<file path="src/rtl/clk_rate_pkg.sv">
// Shared encodings and helpers for the clock-rate sequencer.
package clk_rate_pkg;

    // Active rate encodings as seen on rateSel.
    localparam logic [1:0] RATE_SLOW = 2'b00;
    localparam logic [1:0] RATE_MED  = 2'b01;
    localparam logic [1:0] RATE_FAST = 2'b10;

    // RUN: rate is settled. PENDING: a new rate waits for the next period wrap.
    typedef enum logic {
        ST_RUN     = 1'b0,
        ST_PENDING = 1'b1
    } seq_state_e;

    // Tick period in clk cycles for a given rate; the unused code falls back to slow.
    function automatic int rate_div(input logic [1:0] rate,
                                    input int div_fast,
                                    input int div_med,
                                    input int div_slow);
        case (rate)
            RATE_FAST: return div_fast;
            RATE_MED:  return div_med;
            default:   return div_slow;
        endcase
    endfunction

    // Switch pattern {sw2,sw1} to requested rate; 01 is not a request and keeps prev.
    function automatic logic [1:0] sw_decode(input logic [1:0] sw, input logic [1:0] prev);
        case (sw)
            2'b00:   return RATE_SLOW;
            2'b10:   return RATE_MED;
            2'b11:   return RATE_FAST;
            default: return prev;
        endcase
    endfunction

endpackage

</file>
<file path="src/rtl/sw_debounce.sv">
// Two-flop synchronizer followed by a stability counter. The output only
// takes a new value after the synchronized vector has held it for
// DEB_CYCLES consecutive clocks; any change restarts the count.
module sw_debounce #(
    parameter int W          = 2,
    parameter int DEB_CYCLES = 8
) (
    input  logic         clk,
    input  logic         rst,
    input  logic [W-1:0] din,
    output logic [W-1:0] dout
);

    localparam int CNTW = $clog2(DEB_CYCLES + 1);

    logic [W-1:0]    sync1;
    logic [W-1:0]    sync2;
    logic [W-1:0]    prev;
    logic [CNTW-1:0] cnt;
    logic [CNTW-1:0] cnt_nxt;

    // Count of consecutive samples equal to the previous one, saturating at DEB_CYCLES.
    always_comb begin
        cnt_nxt = cnt;
        if (sync2 != prev) begin
            cnt_nxt = CNTW'(1);
        end else if (cnt < CNTW'(DEB_CYCLES)) begin
            cnt_nxt = cnt + 1'b1;
        end
    end

    // Synchronizer, history and accepted-value registers.
    always_ff @(posedge clk or posedge rst) begin
        if (rst) begin
            sync1 <= '0;
            sync2 <= '0;
            prev  <= '0;
            cnt   <= '0;
            dout  <= '0;
        end else begin
            sync1 <= din;
            sync2 <= sync1;
            prev  <= sync2;
            cnt   <= cnt_nxt;
            if (cnt_nxt == CNTW'(DEB_CYCLES)) begin
                dout <= sync2;
            end
        end
    end

endmodule

</file>
<file path="src/rtl/clk_rate_sequencer.sv">
// Generates a one-cycle clock enable at one of three rates selected by the
// board switches. Rate changes are deferred to a period wrap so every tick
// period is exactly one divisor long. The FSM state is held in `state` so
// checkers can bind to it directly.
module clk_rate_sequencer
    import clk_rate_pkg::*;
#(
    parameter int DIV_FAST   = 4,
    parameter int DIV_MEDIUM = 16,
    parameter int DIV_SLOW   = 64,
    parameter int DEB_CYCLES = 8,
    parameter int CW         = 8
) (
    input  logic       clk,
    input  logic       rst,
    input  logic       sw2,
    input  logic       sw1,
    output logic       tick,
    output logic [1:0] rateSel,
    output logic       busy,
    output logic       changeStrobe
);

    logic [1:0]    deb;
    logic [1:0]    target;
    logic [1:0]    target_nxt;
    logic [CW-1:0] cnt;
    logic [CW-1:0] div_m1;
    logic          wrap;
    logic          do_switch;
    seq_state_e    state;
    seq_state_e    state_nxt;

    sw_debounce #(
        .W          (2),
        .DEB_CYCLES (DEB_CYCLES)
    ) u_deb (
        .clk  (clk),
        .rst  (rst),
        .din  ({sw2, sw1}),
        .dout (deb)
    );

    // The request is visible to the FSM the same cycle the debounced value lands.
    assign target_nxt = sw_decode(deb, target);
    assign div_m1     = CW'(rate_div(rateSel, DIV_FAST, DIV_MEDIUM, DIV_SLOW) - 1);
    assign wrap       = (cnt == div_m1);
    assign busy       = (state == ST_PENDING);

    // FSM state register.
    always_ff @(posedge clk or posedge rst) begin
        if (rst) begin
            state <= ST_RUN;
        end else begin
            state <= state_nxt;
        end
    end

    // Next state; a cancelled request takes priority over a switch on the same wrap.
    always_comb begin
        state_nxt = state;
        do_switch = 1'b0;
        case (state)
            ST_RUN: begin
                if (target_nxt != rateSel) begin
                    state_nxt = ST_PENDING;
                end
            end
            ST_PENDING: begin
                if (target_nxt == rateSel) begin
                    state_nxt = ST_RUN;
                end else if (wrap) begin
                    state_nxt = ST_RUN;
                    do_switch = 1'b1;
                end
            end
            default: state_nxt = ST_RUN;
        endcase
    end

    // Period counter, registered tick/strobe and the active rate.
    always_ff @(posedge clk or posedge rst) begin
        if (rst) begin
            cnt          <= '0;
            tick         <= 1'b0;
            changeStrobe <= 1'b0;
            rateSel      <= RATE_SLOW;
            target       <= RATE_SLOW;
        end else begin
            target       <= target_nxt;
            tick         <= wrap;
            changeStrobe <= do_switch;
            if (wrap) begin
                cnt <= '0;
                if (do_switch) begin
                    rateSel <= target_nxt;
                end
            end else begin
                cnt <= cnt + 1'b1;
            end
        end
    end

endmodule

</file>
<file path="config.mk">
export PLATFORM = sky130hd
export DESIGN_NAME = clk_rate_sequencer
export DESIGN_NICKNAME = d
export VERILOG_FILES = /design/src/rtl/clk_rate_pkg.sv /design/src/rtl/sw_debounce.sv /design/src/rtl/clk_rate_sequencer.sv
export SDC_FILE = /design/constraint.sdc
export NUM_CORES = 1
export LEC_CHECK = 0
export ABC_AREA = 1
export CAP_MARGIN = 25
export CORE_ASPECT_RATIO = 0.5
export CORE_UTILIZATION = 25
export DETAILED_ROUTE_END_ITERATION = 7
export MAX_ROUTING_LAYER = met4
export SLEW_MARGIN = 10
export SYNTH_ARGS = -nofsm -noshare
export SYNTH_HDL_FRONTEND = slang
export SYNTH_HIERARCHICAL = 1
export SYNTH_SLANG_ARGS = --single-unit
</file>
<file path="constraint.sdc">
create_clock -name clk -period 1.4 [get_ports clk]
set_clock_uncertainty 0.05 [all_clocks]
set_input_delay 0.21 -clock clk [delete_from_list [all_inputs] [get_ports clk]]
set_output_delay 0.21 -clock clk [all_outputs]
set_load 0.1 [all_outputs]
</file>
Yosys cells after proc, flatten, opt, wreduce, memory -nomap -nowiden
Cells that the tools add are included.
Widths: inputs -> output; s select.
- reductions and logical operators: 2
- $add $sub $neg: 3
- equal/unequal tests: 9
- $lt $le $gt $ge: 1
- bitwise gates (word level): 1
- muxes and demuxes: 12
- operators by type and width (cell ; count):
    $pmux 7 s2 ; 1
    $add 8x1->8 const B ; 1
    $eq 8x8->1 ; 1
    $mux 4 ; 2
    $mux 8 ; 1
    $sub 8x2->8 const B ; 1
    $eq 2x2->1 const B ; 3
    $mux 1 ; 6
    $pmux 2 s3 ; 1
    $add 4x1->4 const B ; 1
    $eq 4x4->1 const B ; 1
    $lt 4x4->1 const B ; 1
    $ne 2x2->1 ; 2
    $eq 2x1->1 const B ; 1
    $eq 2x2->1 ; 1
    $logic_not 2->1 ; 1
    $pmux 1 s2 ; 1
    $reduce_and 2->1 ; 1
    $not 1->1 ; 1
- bits of input ports: 4
- output and inout port bits: 5
- word-level logic and storage cells: 39
- bits in registers: 27

Longest topological paths before layout
Gate-level depths: netlist (run 1).
- depth after elaboration: 8
- mapped depth: 9
- mapped depth without buffers: 9

Cells and area by module
Netlist (run 1), hierarchy kept.
- modules (own cells, without submodules) (module ; area an instance (um2) ; cells an instance ; sequential area each (um2) ; times used):
    clk_rate_sequencer ; 769.5 ; 93 ; 375.4 ; 1
    sw_debounce ; 519.2 ; 53 ; 300.3 ; 1

Worst setup path before layout (run 1)
Ideal clock, no wire load.
- kind: reg-to-reg
- from: register rateSel[0]
- to: register rateSel[1]
- slack: -731 ps
- data arrival time: 1959 ps
- cell stages (with the launch flop): 10
- library setup time: 122 ps
- buffers on the path: 0
- period minus slack after synthesis: 2131 ps
- required time: 1228 ps
- path through: dfrtp_1 -> inv_1 -> ha_1 -> inv_1 -> o21ai_1 -> nand2_1 -> nor2_1 -> nand3_1 -> nand2_1 -> nand2_1
- longest elaborated chain between the ends: 8
- elaborated cells on any way between the ends: 10
- classes of those cells: add/sub: 1; eq/ne: 4; mux: 4; reduce/logical: 1
- RTL lines (element ; RTL line ; source):
    start: declaration ; clk_rate_sequencer.sv:19 ; output logic [1:0] rateSel,
    start signal: assignment ; clk_rate_sequencer.sv:96 ; rateSel <= target_nxt;
    $eq 2x1->1 / $eq 2x2->1 (equally long branches) ; clk_rate_pkg.sv:20 ; case (rate)
    $pmux 7 s2 ; clk_rate_pkg.sv:20 ;
    $sub 8x2->8 ; clk_rate_sequencer.sv:46 ; assign div_m1 = CW'(rate_div(rateSel, DIV_FAST, DIV_MEDIUM, DIV_SLOW) - 1);
    $eq 8x8->1 ; clk_rate_sequencer.sv:47 ; assign wrap = (cnt == div_m1);
    $mux 1 ; clk_rate_sequencer.sv:72 ; end else if (wrap) begin
    $mux 1 ; clk_rate_sequencer.sv:70 ; if (target_nxt == rateSel) begin
    $mux 1 ; clk_rate_sequencer.sv:63 ; case (state)
    $reduce_and 2->1 (no line) * ; -- ;
Mark *: on every way between the ends. The rest lies on a longest branch, timed or not.
A chain may end at the register's enable or synchronous reset.

Final worst setup path (run 1)
- from: register rateSel[1]
- to: register rateSel[0]
Same word-level chain as after synthesis.

==> impl_summary.txt, run 1 <==
----------------------------------------------------
[Clock network]
  Number of clock sinks ... 27
  Clock tree from TritonCTS ... done
  Clk slew on worst S/H paths ... around 0.090 ns
  CTS Root Buffer Type ... sky130_fd_sc_hd__clkbuf_8
  # H-tree levels ... 1
  Skew-Pair Late Insertion Delay ... 0.27 ns
  Inserted Clock Buffers ... 3
  Buffer depth of the longest clock path ... 2

[Setup path]
  Family with the most delay on the worst path ... flip-flops
  Startpoint-to-endpoint class of the critical path ... flip-flop to flip-flop
  Top cell by count, worst path ... sky130_fd_sc_hd__nand2_1
  RR Endpoint ... rateSel[0]
  Startpoint of the lowest-slack register-to-register path ... rateSel[1]
  Instance count on the critical path ... 8
  Kind of end point of the critical path ... flip-flop
  Critical path destination ... rateSel[0]
  Register-to-register path setup slack ... -0.05 ns
  Crit start category ... flip-flop
  Critical path data required time ... 1.52 ns
  Crit path arrival time ... 1.57 ns
  Maximum fanout along the worst path ... 3
  Critical path buffers and inverters ... 1
  Number of cells traversed by the worst register-to-register path ... 8
  Source of the critical timing path ... rateSel[1]
  Library cell contributing the largest single delay on the critical path ... sky130_fd_sc_hd__dfrtp_4
  Max stage delay on crit path ... 0.50 ns
  Critical Path, Cell by Cell ... ha_4, inv_4, o21ai_4, nand2_1, nor2_1, nand3_1, nand2_1, nand2_1

[Detailed routing]
  Via density ... slightly below 4
  First DRT Iteration DRCs ... 58
  Routed wire length ... around 2.1 mm
  DRC violations left ... 2
  Vias ... just over 900
  Length of the first detailed-routing pass in iterations ... 6
  Number of antenna-violating nets in the routed design ... 0
  Mean routed wirelength per cell ... 9.07 µm

[Cells and area]
  N_diodes ... 0
  Layout area overhead ... 28.5%
  Filler-free cell count of the finished design ... 236
  Post-Layout Inst Area ... between 1500 and 2000 µm²
  Layout Nets ... about 170
  Layout cells sized above 1 ... approximately a quarter
  Core utilization of the finished layout ... around a third

[Floorplanning]
  Num rows ... 18
  Area of the core region ... roughly 4900 µm²
  Effective utilization at floorplan ... 26.1%
  Die area ... roughly 5500 µm²
  Top Ports ... 9
  Height of the chip ... 52.8 µm
  Width of the die ... 104 µm

[Outcome]
  Violations in the final reports ... DRC, setup timing
  Status ... finished with violations

[STA]
  Share of the clock period used by the worst path ... 104%
  Total Neg Setup Slack ... -0.184 ns
  Setup-violating endpoint count in the final report ... 5
  RSZ-0062 raised after global routing ... yes
  Fin. Hold Viols ... 0
  Final number of max-transition violations ... 0
  Max Clk Rate ... between 600 and 700 MHz
  Post-route minimum period ... 1.45 ns
  Tightest Pin Transition ... between 0.4 and 0.5 ns
  Slew Limit Headroom ... 71.3%
  Slack of the critical path ... -0.0522 ns

[Placed design]
  Routability congestion estimate from global placement ... 0.846
  Total cell area at the placement stage ... 1580 µm²
  Estimated wirelength of the detail-placed design ... between 1.5 and 2 mm
  Port Buffer Count ... 8
  Total instance count after detailed placement ... 230

[Logic synthesis]
  Fraction of synthesized cell area taken by the top area cell type ... 52.4%
  Post-synthesis net count ... between 150 and 200
  Cell type with the highest aggregate area in the netlist ... sky130_fd_sc_hd__dfrtp_1
  Library cells used by synthesis ... 21
  Gate count of the mapped netlist ... approximately 150
  Flip-flop cell with the highest count after synthesis ... sky130_fd_sc_hd__dfrtp_1
  Cell area after technology mapping ... between 1000 and 1500 µm²
  Register area share after synthesis ... 52.4%
  Leading post-synthesis cells by instance count ... sky130_fd_sc_hd__nand2_1, sky130_fd_sc_hd__dfrtp_1, sky130_fd_sc_hd__inv_1
  Synthesis warning total ... 6
  Number of flops mapped to enable cells by yosys ... 0
  Avg Cell Area, Syn ... 8.83 µm²
  Main area contributors after synthesis ... sky130_fd_sc_hd__dfrtp_1, sky130_fd_sc_hd__nand2_1, sky130_fd_sc_hd__inv_1
  Asr flop ratio synth ... 100%
  Number of synthesized register bits ... 27
  Count leader, synth ... sky130_fd_sc_hd__nand2_1

[Power]
  Max IR drop VDD ... approximately 0.37 mV
  Leak pwr ... 0.000808 µW
  Ratio of total power to cell area ... approximately 800 nW/µm²
  Overall power of the completed layout ... 1330 µW

[GRT]
  Wire length of the first global-routing pass ... 3.93 mm
  Initial antenna violation count ... 0
  Overall fraction of global-route tracks in use ... 9.60%
  Maximum number of pins on one net before global-route repair ... 16
  Via count of the first global-routing pass ... between 900 and 1,000
  Grt ovf ... 0

[Worst hold path]
  Class of the tightest hold or removal check ... primary input to async pin

[Run]
  Max capacitance violation total ... 0

----------------------------------------------------
[layout by cell type (no fill, tap or decap)]
cell type                          n
sky130_fd_sc_hd__nor2_1           14
sky130_fd_sc_hd__nand2_1          29
sky130_fd_sc_hd__nor2_2            3
sky130_fd_sc_hd__clkbuf_8          3
sky130_fd_sc_hd__clkdlybuf4s50_1   3
sky130_fd_sc_hd__buf_4             8
sky130_fd_sc_hd__inv_1            25
sky130_fd_sc_hd__clkinv_2          1
sky130_fd_sc_hd__nand3b_1          1
sky130_fd_sc_hd__and2_4            1
sky130_fd_sc_hd__xor2_1            4
sky130_fd_sc_hd__dfrtp_4           2
sky130_fd_sc_hd__nand2_2           7
sky130_fd_sc_hd__nand3_1          11
sky130_fd_sc_hd__xnor2_1           2
sky130_fd_sc_hd__o21ai_4           1
sky130_fd_sc_hd__nand3_4           1
sky130_fd_sc_hd__dfrtp_1          25
sky130_fd_sc_hd__o21ai_2           1
sky130_fd_sc_hd__nor3_1            1
sky130_fd_sc_hd__inv_4             2
sky130_fd_sc_hd__o21ai_0           1
sky130_fd_sc_hd__ha_4              1
sky130_fd_sc_hd__inv_2             1
sky130_fd_sc_hd__a21oi_1           3
sky130_fd_sc_hd__buf_12            5
sky130_fd_sc_hd__nor2_4            3
sky130_fd_sc_hd__ha_1              2
sky130_fd_sc_hd__o21ai_1           2
sky130_fd_sc_hd__nand3_2           3
[stage by stage]
step | hold slack (ns) | setup WS, ns
after global routing | 0.229 | -0.139
after CTS | 0.215 | -0.0537
after floorplan | 0.0247 | -0.221
after detailed placement | 0.285 | -0.0856
final | 0.204 | -0.0522
after global placement | 0.287 | -0.0573
[worst min-delay path by stage]
stage / from / to / slack [ns]
6_report: rst / u_deb/sync2[0] / 0.20
5_1_grt: rst / rateSel[0] / 0.23
4_1_cts: rst / target[1] / 0.21
3_5_place_dp: u_deb/sync1[1] / u_deb/sync2[1] / 0.28
3_3_place_gp: u_deb/sync1[0] / u_deb/sync2[0] / 0.29
2_1_floorplan: rst / u_deb/cnt[0] / 0.02
[cell type report]
type	count	area, µm²
well taps	70	87.6
multi-input cells	91	539
clock buffers	3	41.3
repair buffers	16	190
clock inverters	1	5.00
flip-flops and latches	27	683
inverters	28	110
fillers	485	3280
[kinds of logic (layout without fill, tap and decap cells)]
logic type / count (synthesis) / in the layout / synth area share, %
and+or+nand+nor: 74 / 74 / 29.0
buffers and inverters: 28 / 48 / 8.16
DFF: 27 / 27 / 52.4
AOI/OAI and AO/OA: 8 / 8 / 3.40
xor gates and xnor gates: 6 / 6 / 4.08
adders and majority gates: 3 / 3 / 2.91
[state kept, by name (all words and copies together), names as in the netlist, 2 cells and up]
signal,flops
cnt,8
u_deb/cnt,4
rateSel,2
target,2
u_deb/dout,2
u_deb/prev,2
u_deb/sync1,2
u_deb/sync2,2
[repair_timing]
| item | CTS | global route |
|---|---|---|
| hold buffers | 0 | 0 |
| endpoints found under the setup margin | 10 | 14 |
| pin swaps | 5 | 3 |
| resized for setup | 3 | 3 |
| buffers inserted | 1 | 1 |
[power by group]
| group | switching, µW | internal, µW | total [µW] |
|---|---|---|---|
| Clock | 240 | 199 | 439 |
| Sequential | 7.71 | 793 | 801 |
| Combinational | 51.2 | 36.5 | 87.7 |
[worst reg2reg max path: stages (launching register included)]
cell and delay [ns]:
sky130_fd_sc_hd__dfrtp_4 0.50, sky130_fd_sc_hd__ha_4 0.28, sky130_fd_sc_hd__inv_4 0.04, sky130_fd_sc_hd__o21ai_4 0.06, sky130_fd_sc_hd__nand2_1 0.08, sky130_fd_sc_hd__nor2_1 0.09, sky130_fd_sc_hd__nand3_1 0.12, sky130_fd_sc_hd__nand2_1 0.08
sky130_fd_sc_hd__nand2_1 0.06
[routing by layer]
layer	part of all wire (%)	GRT usage [%]	vias up
met5	0	-	-
met4	0.89	4.11	0
met3	0.89	2.61	2
met2	53	18.3	6
met1	45	9.67	432
li1	-	-	483
(Power assumes the default switching activity.)
==> inputs of run 2 (changes only) <==
--- a/config.mk
+++ b/config.mk
@@ -14,5 +14,4 @@
 export SLEW_MARGIN = 10
 export SYNTH_ARGS = -nofsm -noshare
 export SYNTH_HDL_FRONTEND = slang
-export SYNTH_HIERARCHICAL = 1
 export SYNTH_SLANG_ARGS = --single-unit
==> run 2 against run 1 <==
  * Power rose by 0.28%
  * Design area fell by 1.4%
  * Wire length fell by 1.6%
  * Combinational power rose by 10%
  * First-iteration DRC count fell by 43%
  * Critical path type unchanged
  * Non-clock buffer count did not move
  * Die area fell by 4.3%
  * Sequential power rose by 0.9%
  * The flow finishes with violations (setup timing)
  * Largest power group unchanged
  * Clock power fell by 3%
  * Clock-buffer cell count rose by 1
==> impl_summary.txt, run 2 <==
----------------------------------------------------
[Outcome]
  Status ... finished with violations
  Violations in the final reports ... setup timing

[Setup path]
  Kind of end point of the critical path ... flip-flop
  Startpoint-to-endpoint class of the critical path ... flip-flop to flip-flop
  Max stage delay on crit path ... 0.50 ns (about the same)
  Crit start category ... flip-flop
  Critical path data required time ... 1.52 ns (about the same)
  Crit path arrival time ... 1.56 ns (about the same)
  Maximum fanout along the worst path ... 4 (+1)
  Critical Path, Cell by Cell ... inv_4, ha_4, nand2_4, nand3_4, nor2_4, nand3_4, and2_4
  Top cell by count, worst path ... sky130_fd_sc_hd__nand3_4
  Library cell contributing the largest single delay on the critical path ... sky130_fd_sc_hd__dfrtp_4

[Cells and area]
  Largest register FFs ... 8 (unchanged)
  Largest registers ... cnt x8, u_deb.cnt x4
  N_diodes ... 0 (unchanged)
  Leading cell type in the layout, fill and taps excluded ... sky130_fd_sc_hd__nand2_1
  Layout cells sized above 1 ... 23.9% (-2.0 points)
  Leading cell types in the layout, fill and taps excluded ... sky130_fd_sc_hd__nand2_1, sky130_fd_sc_hd__dfrtp_1, sky130_fd_sc_hd__inv_1, sky130_fd_sc_hd__nor2_1, sky130_fd_sc_hd__nand3_1
  Largest Register ... cnt
  FF/Latch Area ... 683 µm² (unchanged)
  Layout Nets ... 167 (-4.0%)
  Final-layout fill cell count ... 462 (-4.7%)
  Area of the multi-input gates ... 553 µm² (+2.6%)
  Layout area overhead ... 32.6%
  Post-Layout Inst Area ... 1630 µm² (-1.4%)

[Placed design]
  Routability congestion estimate from global placement ... 0.784 (-7.3%)
  Port Buffer Count ... 8 (unchanged)
  Place WS ... -0.0467 ns (+0.0389 ns)
  Estimated wirelength of the detail-placed design ... 1.52 mm (-8.9%)
  Total cell area at the placement stage ... 1530 µm² (-3.1%)

[Detailed routing]
  Number of antenna-violating nets in the routed design ... 0 (unchanged)
  Via density ... 3.97 (+1.6%)
  First DRT Iteration DRCs ... 33 (-43%)
  Mean routed wirelength per cell ... 9.36 µm (+3.2%)
  Routed wire length ... 2.11 mm (-1.6%)
  DRC violations left ... 0 (-2)
  Vias ... 894 (-3.1%)
  Length of the first detailed-routing pass in iterations ... 4 (-2)

[GRT]
  Via count of the first global-routing pass ... 888 (-5.1%)
  Overall fraction of global-route tracks in use ... 9.51% (-0.088 points)
  Maximum number of pins on one net before global-route repair ... 28 (+12)
  Initial antenna violation count ... 0 (unchanged)
  Grt ovf ... 0 (unchanged)
  Wire length of the first global-routing pass ... 3.66 mm (-6.7%)

[Logic synthesis]
  Count leader, synth ... sky130_fd_sc_hd__nand2_1
  Fraction of synthesized cell area taken by the top area cell type ... 54.9% (+2.5 points)
  Cell type with the highest aggregate area in the netlist ... sky130_fd_sc_hd__dfrtp_1
  Flip-flop cell with the highest count after synthesis ... sky130_fd_sc_hd__dfrtp_1
  Number of flops mapped to enable cells by yosys ... 0 (unchanged)
  Cell area after technology mapping ... 1230 µm² (-4.5%)
  Leading post-synthesis cells by instance count ... sky130_fd_sc_hd__nand2_1, sky130_fd_sc_hd__dfrtp_1, sky130_fd_sc_hd__inv_1, sky130_fd_sc_hd__nor2_1, sky130_fd_sc_hd__nand3_1
  Gate count of the mapped netlist ... 139 (-4.8%)
  Synthesis warning total ... 0 (-6)
  Main area contributors after synthesis ... sky130_fd_sc_hd__dfrtp_1, sky130_fd_sc_hd__nand2_1, sky130_fd_sc_hd__inv_1
  Number of synthesized register bits ... 27 (unchanged)
  Avg Cell Area, Syn ... 8.86 µm² (+0.35%)
  Asr flop ratio synth ... 100% (unchanged)
  Library cells used by synthesis ... 21 (unchanged)
  Post-synthesis net count ... 146 (-4.6%)
  Register area share after synthesis ... 54.9% (+2.5 points)

[Floorplanning]
  Width of the die ... 101 µm (-2.2%)
  Die area ... 5230 µm² (-4.3%)
  Top Ports ... 9 (unchanged)
  Area of the core region ... 4550 µm² (-7.7%)
  Effective utilization at floorplan ... 27.0% (+0.92 points)
  Num rows ... 17 (-1)
  Height of the chip ... 51.6 µm (-2.2%)

[Power]
  Max IR drop VDD ... 0.323 mV (-12%)
  Leak pwr ... 0.000737 µW (-8.9%)
  Overall power of the completed layout ... 1330 µW (+0.28%)
  Ratio of total power to cell area ... 815 nW/µm² (+1.7%)

[Worst hold path]
  Class of the tightest hold or removal check ... primary input to async pin

[STA]
  Slack of the critical path ... -0.0398 ns (+0.0123 ns)
  RSZ-0062 raised after global routing ... yes
  Setup-violating endpoint count in the final report ... 4 (-1)
  Slew Limit Headroom ... 83.4% (+12 points)
  Fin. Hold Viols ... 0 (unchanged)
  Share of the clock period used by the worst path ... 103% (-0.88 points)
  Post-route minimum period ... 1.44 ns (-0.0123 ns)
  Worst hold-check slack ... 0.213 ns (+0.00897 ns)
  Tightest Pin Transition ... 0.249 ns (-0.181 ns)
  Max Clk Rate ... 695 MHz (+0.86%)
  Final number of max-transition violations ... 0 (unchanged)
  Total Neg Setup Slack ... -0.0908 ns (+0.0935 ns)

[Clock network]
  Number of clock sinks ... 27 (unchanged)
  Skew-Pair Late Insertion Delay ... 0.26 ns (about the same)
  Inserted Clock Buffers ... 3 (unchanged)
  CTS Root Buffer Type ... sky130_fd_sc_hd__clkbuf_8
  Clk slew on worst S/H paths ... 0.09 ns (about the same)
  Clock tree from TritonCTS ... done
  Buffer depth of the longest clock path ... 2 (unchanged)
  # H-tree levels ... 1 (unchanged)

[Run]
  Max capacitance violation total ... 0 (unchanged)

----------------------------------------------------
[run 2: routing by layer]
metal / share of wire, % / track usage (%) / vias to the layer above
met4: 0 / 2.17 / 0
li1: - / - / 470
met5: 0 / - / -
met1: 47 / 10.0 / 416
met3: 1.8 / 2.82 / 0
met2: 51 / 17.9 / 8
[run 2: through the flow]
step | instances | utilization [%]
CTS | 224 | 34.9
global placement | 219 | 33.6
floorplan | 139 | -
finish | 225 | 35.9
detailed placement | 219 | 33.6
global route | 225 | 35.9
[run 2: kinds of logic (layout without fill, tap and decap cells)]
kind of cell,count (synthesis),count (layout),synth area share [%]
buf+inv,17,37,5.18
simple gates,81,81,31.0
compound gates,8,8,3.76
flops,27,27,54.9
xor+xnor,3,3,2.13
fa+ha+maj,3,3,3.05
[run 2: worst paths after layout]
| check | slack (ns) | start | endpoint | cells after the start |
|---|---|---|---|---|
| worst max-delay path | -0.04 | rateSel[0] | busy | 7 |
| worst min register to register | 0.30 | u_deb.sync1[1] | u_deb.sync2[1] | 0 |
| worst min-delay path | 0.21 | rst | u_deb.cnt[0] | 3 |
| max in group asynchronous | 0.92 | rst | rateSel[1] | 3 |
| worst max register to register | -0.04 | rateSel[0] | busy | 7 |
| min in group clk | 0.30 | u_deb.sync1[1] | u_deb.sync2[1] | 0 |
[run 2: power breakdown]
| part | leakage (µW) | internal (µW) | switching [µW] |
|---|---|---|---|
| logic | 0.000374 | 43.0 | 53.8 |
| registers | 0.000340 | 796 | 11.1 |
| clock network | 0.0000228 | 203 | 223 |
| total | 0.000737 | 1040 | 288 |
[run 2: repair_timing]
item,in CTS,in global routing
pin swaps,5,2
setup buffers,1,1
resized for setup,3,7
setup endpoints to repair,7,13
hold buffers,0,0
[run 2: critical path: cells and delay by family, from the launching register on]
| family | cells | cell delay (ns) |
|---|---|---|
| fa+ha+maj | 1 | 0.21 |
| buf+inv | 1 | 0.07 |
| flops | 1 | 0.50 |
| simple gates | 5 | 0.53 |
[run 2: area by class of cell]
class                           instances  area share (%)
Timing Repair Buffer                   16            12.4
Multi-Input combinational cell         95            33.9
Clock buffer                            4            2.76
Inverter                               17            4.06
Tap cell                               66            5.06
Sequential cell                        27            41.8
==> inputs of run 3 (changes only) <==
==> constraint.sdc (replaced) <==
create_clock -name clk -period 1.4 [get_ports clk]
set_clock_uncertainty 0.05 [all_clocks]
set_input_delay 0.21 -clock clk [delete_from_list [all_inputs] [get_ports clk]]
set_output_delay 0.21 -clock clk [all_outputs]
set_load 0.02 [all_outputs]
==> run 3 against run 2 <==
  * The run still ends with setup timing left
  * Critical endpoint unchanged
  * Critical path type unchanged
  * Power grew 0.62%
  * Flip-flop and latch count is the same
  * Largest cell class unchanged
  * Sequential power is essentially flat
  * Die area is the same
  * Largest power group unchanged
  * Sequential share of layout area grew 1.8 points
  * Wire length shrank 0.62%
  * First-iteration DRC count grew 45%
  * Final cell count shrank 1.3%
==> impl_summary.txt, run 3 (synthesis results as in run 2) <==
----------------------------------------------------
[Cells and area]
  N_diodes ... 0 (unchanged)
  Final-layout fill cell count ... 454 (-1.7%)
  Leading cell type in the layout, fill and taps excluded ... sky130_fd_sc_hd__nand2_1
  Leading cell types in the layout, fill and taps excluded ... sky130_fd_sc_hd__nand2_1, sky130_fd_sc_hd__dfrtp_1, sky130_fd_sc_hd__inv_1, sky130_fd_sc_hd__nor2_1, sky130_fd_sc_hd__nand3_1
  Layout cells sized above 1 ... 21.2% (-2.7 points)
  Layout Nets ... 164 (-1.8%)
  Filler-free cell count of the finished design ... 222 (-1.3%)
  Layout area overhead ... 26.2%
  Largest register FFs ... 8 (unchanged)
  Post-Layout Inst Area ... 1550 µm² (-4.8%)
  Largest registers ... cnt x8, u_deb.cnt x4
  Largest Register ... cnt

[Detailed routing]
  Routed wire length ... 2.09 mm (-0.62%)
  Via density ... 4.02 (+1.1%)
  Number of antenna-violating nets in the routed design ... 0 (unchanged)
  Metal2 WL ... 1.06 mm (-1.3%)
  Top sig layer ... met4
  Length of routed met3 wiring ... 40 µm (+8.1%)
  Routed met1 length ... 953 µm (-4.3%)
  Length of the first detailed-routing pass in iterations ... 4 (unchanged)
  DRC violations left ... 0 (unchanged)
  Mean routed wirelength per cell ... 9.43 µm (+0.73%)
  First DRT Iteration DRCs ... 48 (+45%)
  Vias ... 892 (-0.22%)

[Clock network]
  Buffer depth of the longest clock path ... 2 (unchanged)
  Skew-Pair Late Insertion Delay ... 0.27 ns (about the same)
  Clk slew on worst S/H paths ... 0.09 ns (about the same)
  Number of clock sinks ... 27 (unchanged)
  CTS Root Buffer Type ... sky130_fd_sc_hd__clkbuf_8
  Clock tree from TritonCTS ... done
  Inserted Clock Buffers ... 3 (unchanged)
  Total of hold buffers inserted after clock tree synthesis ... 0 (unchanged)
  # H-tree levels ... 1 (unchanged)

[Outcome]
  Violations in the final reports ... setup timing
  Status ... finished with violations

[Placed design]
  Routability congestion estimate from global placement ... 0.811 (+3.4%)
  Port Buffer Count ... 8 (unchanged)
  Estimated wirelength of the detail-placed design ... 1.56 mm (+2.1%)
  Total cell area at the placement stage ... 1450 µm² (-5.1%)
  Total instance count after detailed placement ... 217 (-0.91%)

[GRT]
  Overall fraction of global-route tracks in use ... 9.53% (+0.015 points)
  Initial antenna violation count ... 0 (unchanged)
  Grt ovf ... 0 (unchanged)
  Maximum number of pins on one net before global-route repair ... 28 (unchanged)
  Wire length of the first global-routing pass ... 3.71 mm (+1.3%)
  Via count of the first global-routing pass ... 861 (-3.0%)

[Floorplanning]
  Die area ... 5230 µm² (unchanged)
  Height of the chip ... 51.6 µm (unchanged)
  Area of the core region ... 4550 µm² (unchanged)
  Num rows ... 17 (unchanged)
  Width of the die ... 101 µm (unchanged)
  Effective utilization at floorplan ... 27.0% (unchanged)
  Top Ports ... 9 (unchanged)

[STA]
  Worst hold-check slack ... 0.205 ns (-0.00821 ns)
  RSZ-0062 raised after global routing ... yes
  Max Clk Rate ... 714 MHz (+2.8%)
  Fin. Hold Viols ... 0 (unchanged)
  Total Neg Setup Slack ... -0.000451 ns (+0.0903 ns)
  Share of the clock period used by the worst path ... 100% (-2.8 points)
  Slack of the critical path ... -0.000451 ns (+0.0394 ns)
  Final number of max-transition violations ... 0 (unchanged)
  Setup-violating endpoint count in the final report ... 1 (-3)
  Post-route minimum period ... 1.40 ns (-0.0394 ns)
  Slew Limit Headroom ... 82.9% (-0.48 points)
  Tightest Pin Transition ... 0.256 ns (+0.00718 ns)

[Setup path]
  Library cell contributing the largest single delay on the critical path ... sky130_fd_sc_hd__dfrtp_2
  Crit path arrival time ... 1.52 ns (-0.04 ns)
  Startpoint-to-endpoint class of the critical path ... flip-flop to flip-flop
  Family with the most delay on the worst path ... simple AND/OR/NAND/NOR gates
  Critical path data required time ... 1.52 ns (about the same)
  Startpoint of the lowest-slack register-to-register path ... rateSel[0]
  Critical path buffers and inverters ... 1 (unchanged)
  Kind of end point of the critical path ... flip-flop
  Maximum fanout along the worst path ... 4 (unchanged)
  Critical Path, Cell by Cell ... inv_2, ha_4, nand2_4, nand3_4, nor2_4, nand3_2, and2_4
  Crit start category ... flip-flop
  Max stage delay on crit path ... 0.41 ns (-0.09 ns)
  Source of the critical timing path ... rateSel[0]

[Power]
  Ratio of total power to cell area ... 862 nW/µm² (+5.7%)
  Leak pwr ... 0.000724 µW (-1.7%)
  Max IR drop VDD ... 0.316 mV (-2.1%)
  Overall power of the completed layout ... 1340 µW (+0.62%)

[Worst hold path]
  Class of the tightest hold or removal check ... primary input to async pin

[Run]
  Max capacitance violation total ... 0 (unchanged)

----------------------------------------------------
[run 3: cell count changes in the layout (fill, tap and decap cells not counted), moves of 2 or more]
cell,previous run,this run
sky130_fd_sc_hd__buf_4,7,4
sky130_fd_sc_hd__buf_12,6,1
sky130_fd_sc_hd__dfrtp_4,2,0
sky130_fd_sc_hd__dfrtp_2,0,2
sky130_fd_sc_hd__dlygate4sd2_1,0,4
[run 3: area by class of cell]
type	instances	area [µm²]	share of cell area [%]
Clock buffer	3	41.3	2.66
Tap cell	66	82.6	5.31
Clock inverter	1	5.00	0.322
Inverter	17	63.8	4.11
Timing Repair Buffer	13	120	7.73
Multi-Input combinational cell	95	563	36.2
Sequential cell	27	678	43.6
[run 3: per-stage QoR]
| step | util [%] | setup WS, ns |
|---|---|---|
| finish | 34.1 | -0.000451 |
| global route | 34.1 | -0.0682 |
| CTS | 33.4 | 0.000414 |
| detailed placement | 31.9 | -0.0699 |
| global placement | 31.9 | -0.0110 |
| floorplan | - | 0.00889 |
[run 3: worst register-to-register path, delay by kind of cell, from the launching register on]
kind / cells / cell delay, ns
adder cells (fa/ha/maj): 1 / 0.22
buffers and inverters: 1 / 0.08
flip-flops: 1 / 0.41
AND/OR/NAND/NOR: 5 / 0.54
[run 3: worst paths after layout]
path | endpoint | slack, ns | cells past startpoint
max | busy | -0.0005 | 7
min | u_deb.cnt[0] | 0.20 | 3
max reg2reg | busy | -0.0005 | 7
min reg2reg | u_deb.sync2[0] | 0.30 | 0
max in group asynchronous | rateSel[0] | 0.94 | 3
min in group clk | u_deb.sync2[0] | 0.30 | 0
[run 3: layer usage]
layer | vias up | global-route usage [%]
met5 | - | -
met4 | 0 | 3.86
met3 | 6 | 2.69
met2 | 7 | 16.0
met1 | 414 | 11.0
li1 | 465 | -
[run 3: timing repair]
action	4_1_cts	5_1_grt
pin swaps	2	4
buffers inserted	0	1
gates resized for setup	11	7
endpoints found under the setup margin	8	10
[run 3: power by group]
part           total, µW  switching (µW)  internal, µW
clock network        435             235           199
registers            811            14.3           796
logic               93.8            50.5          43.3
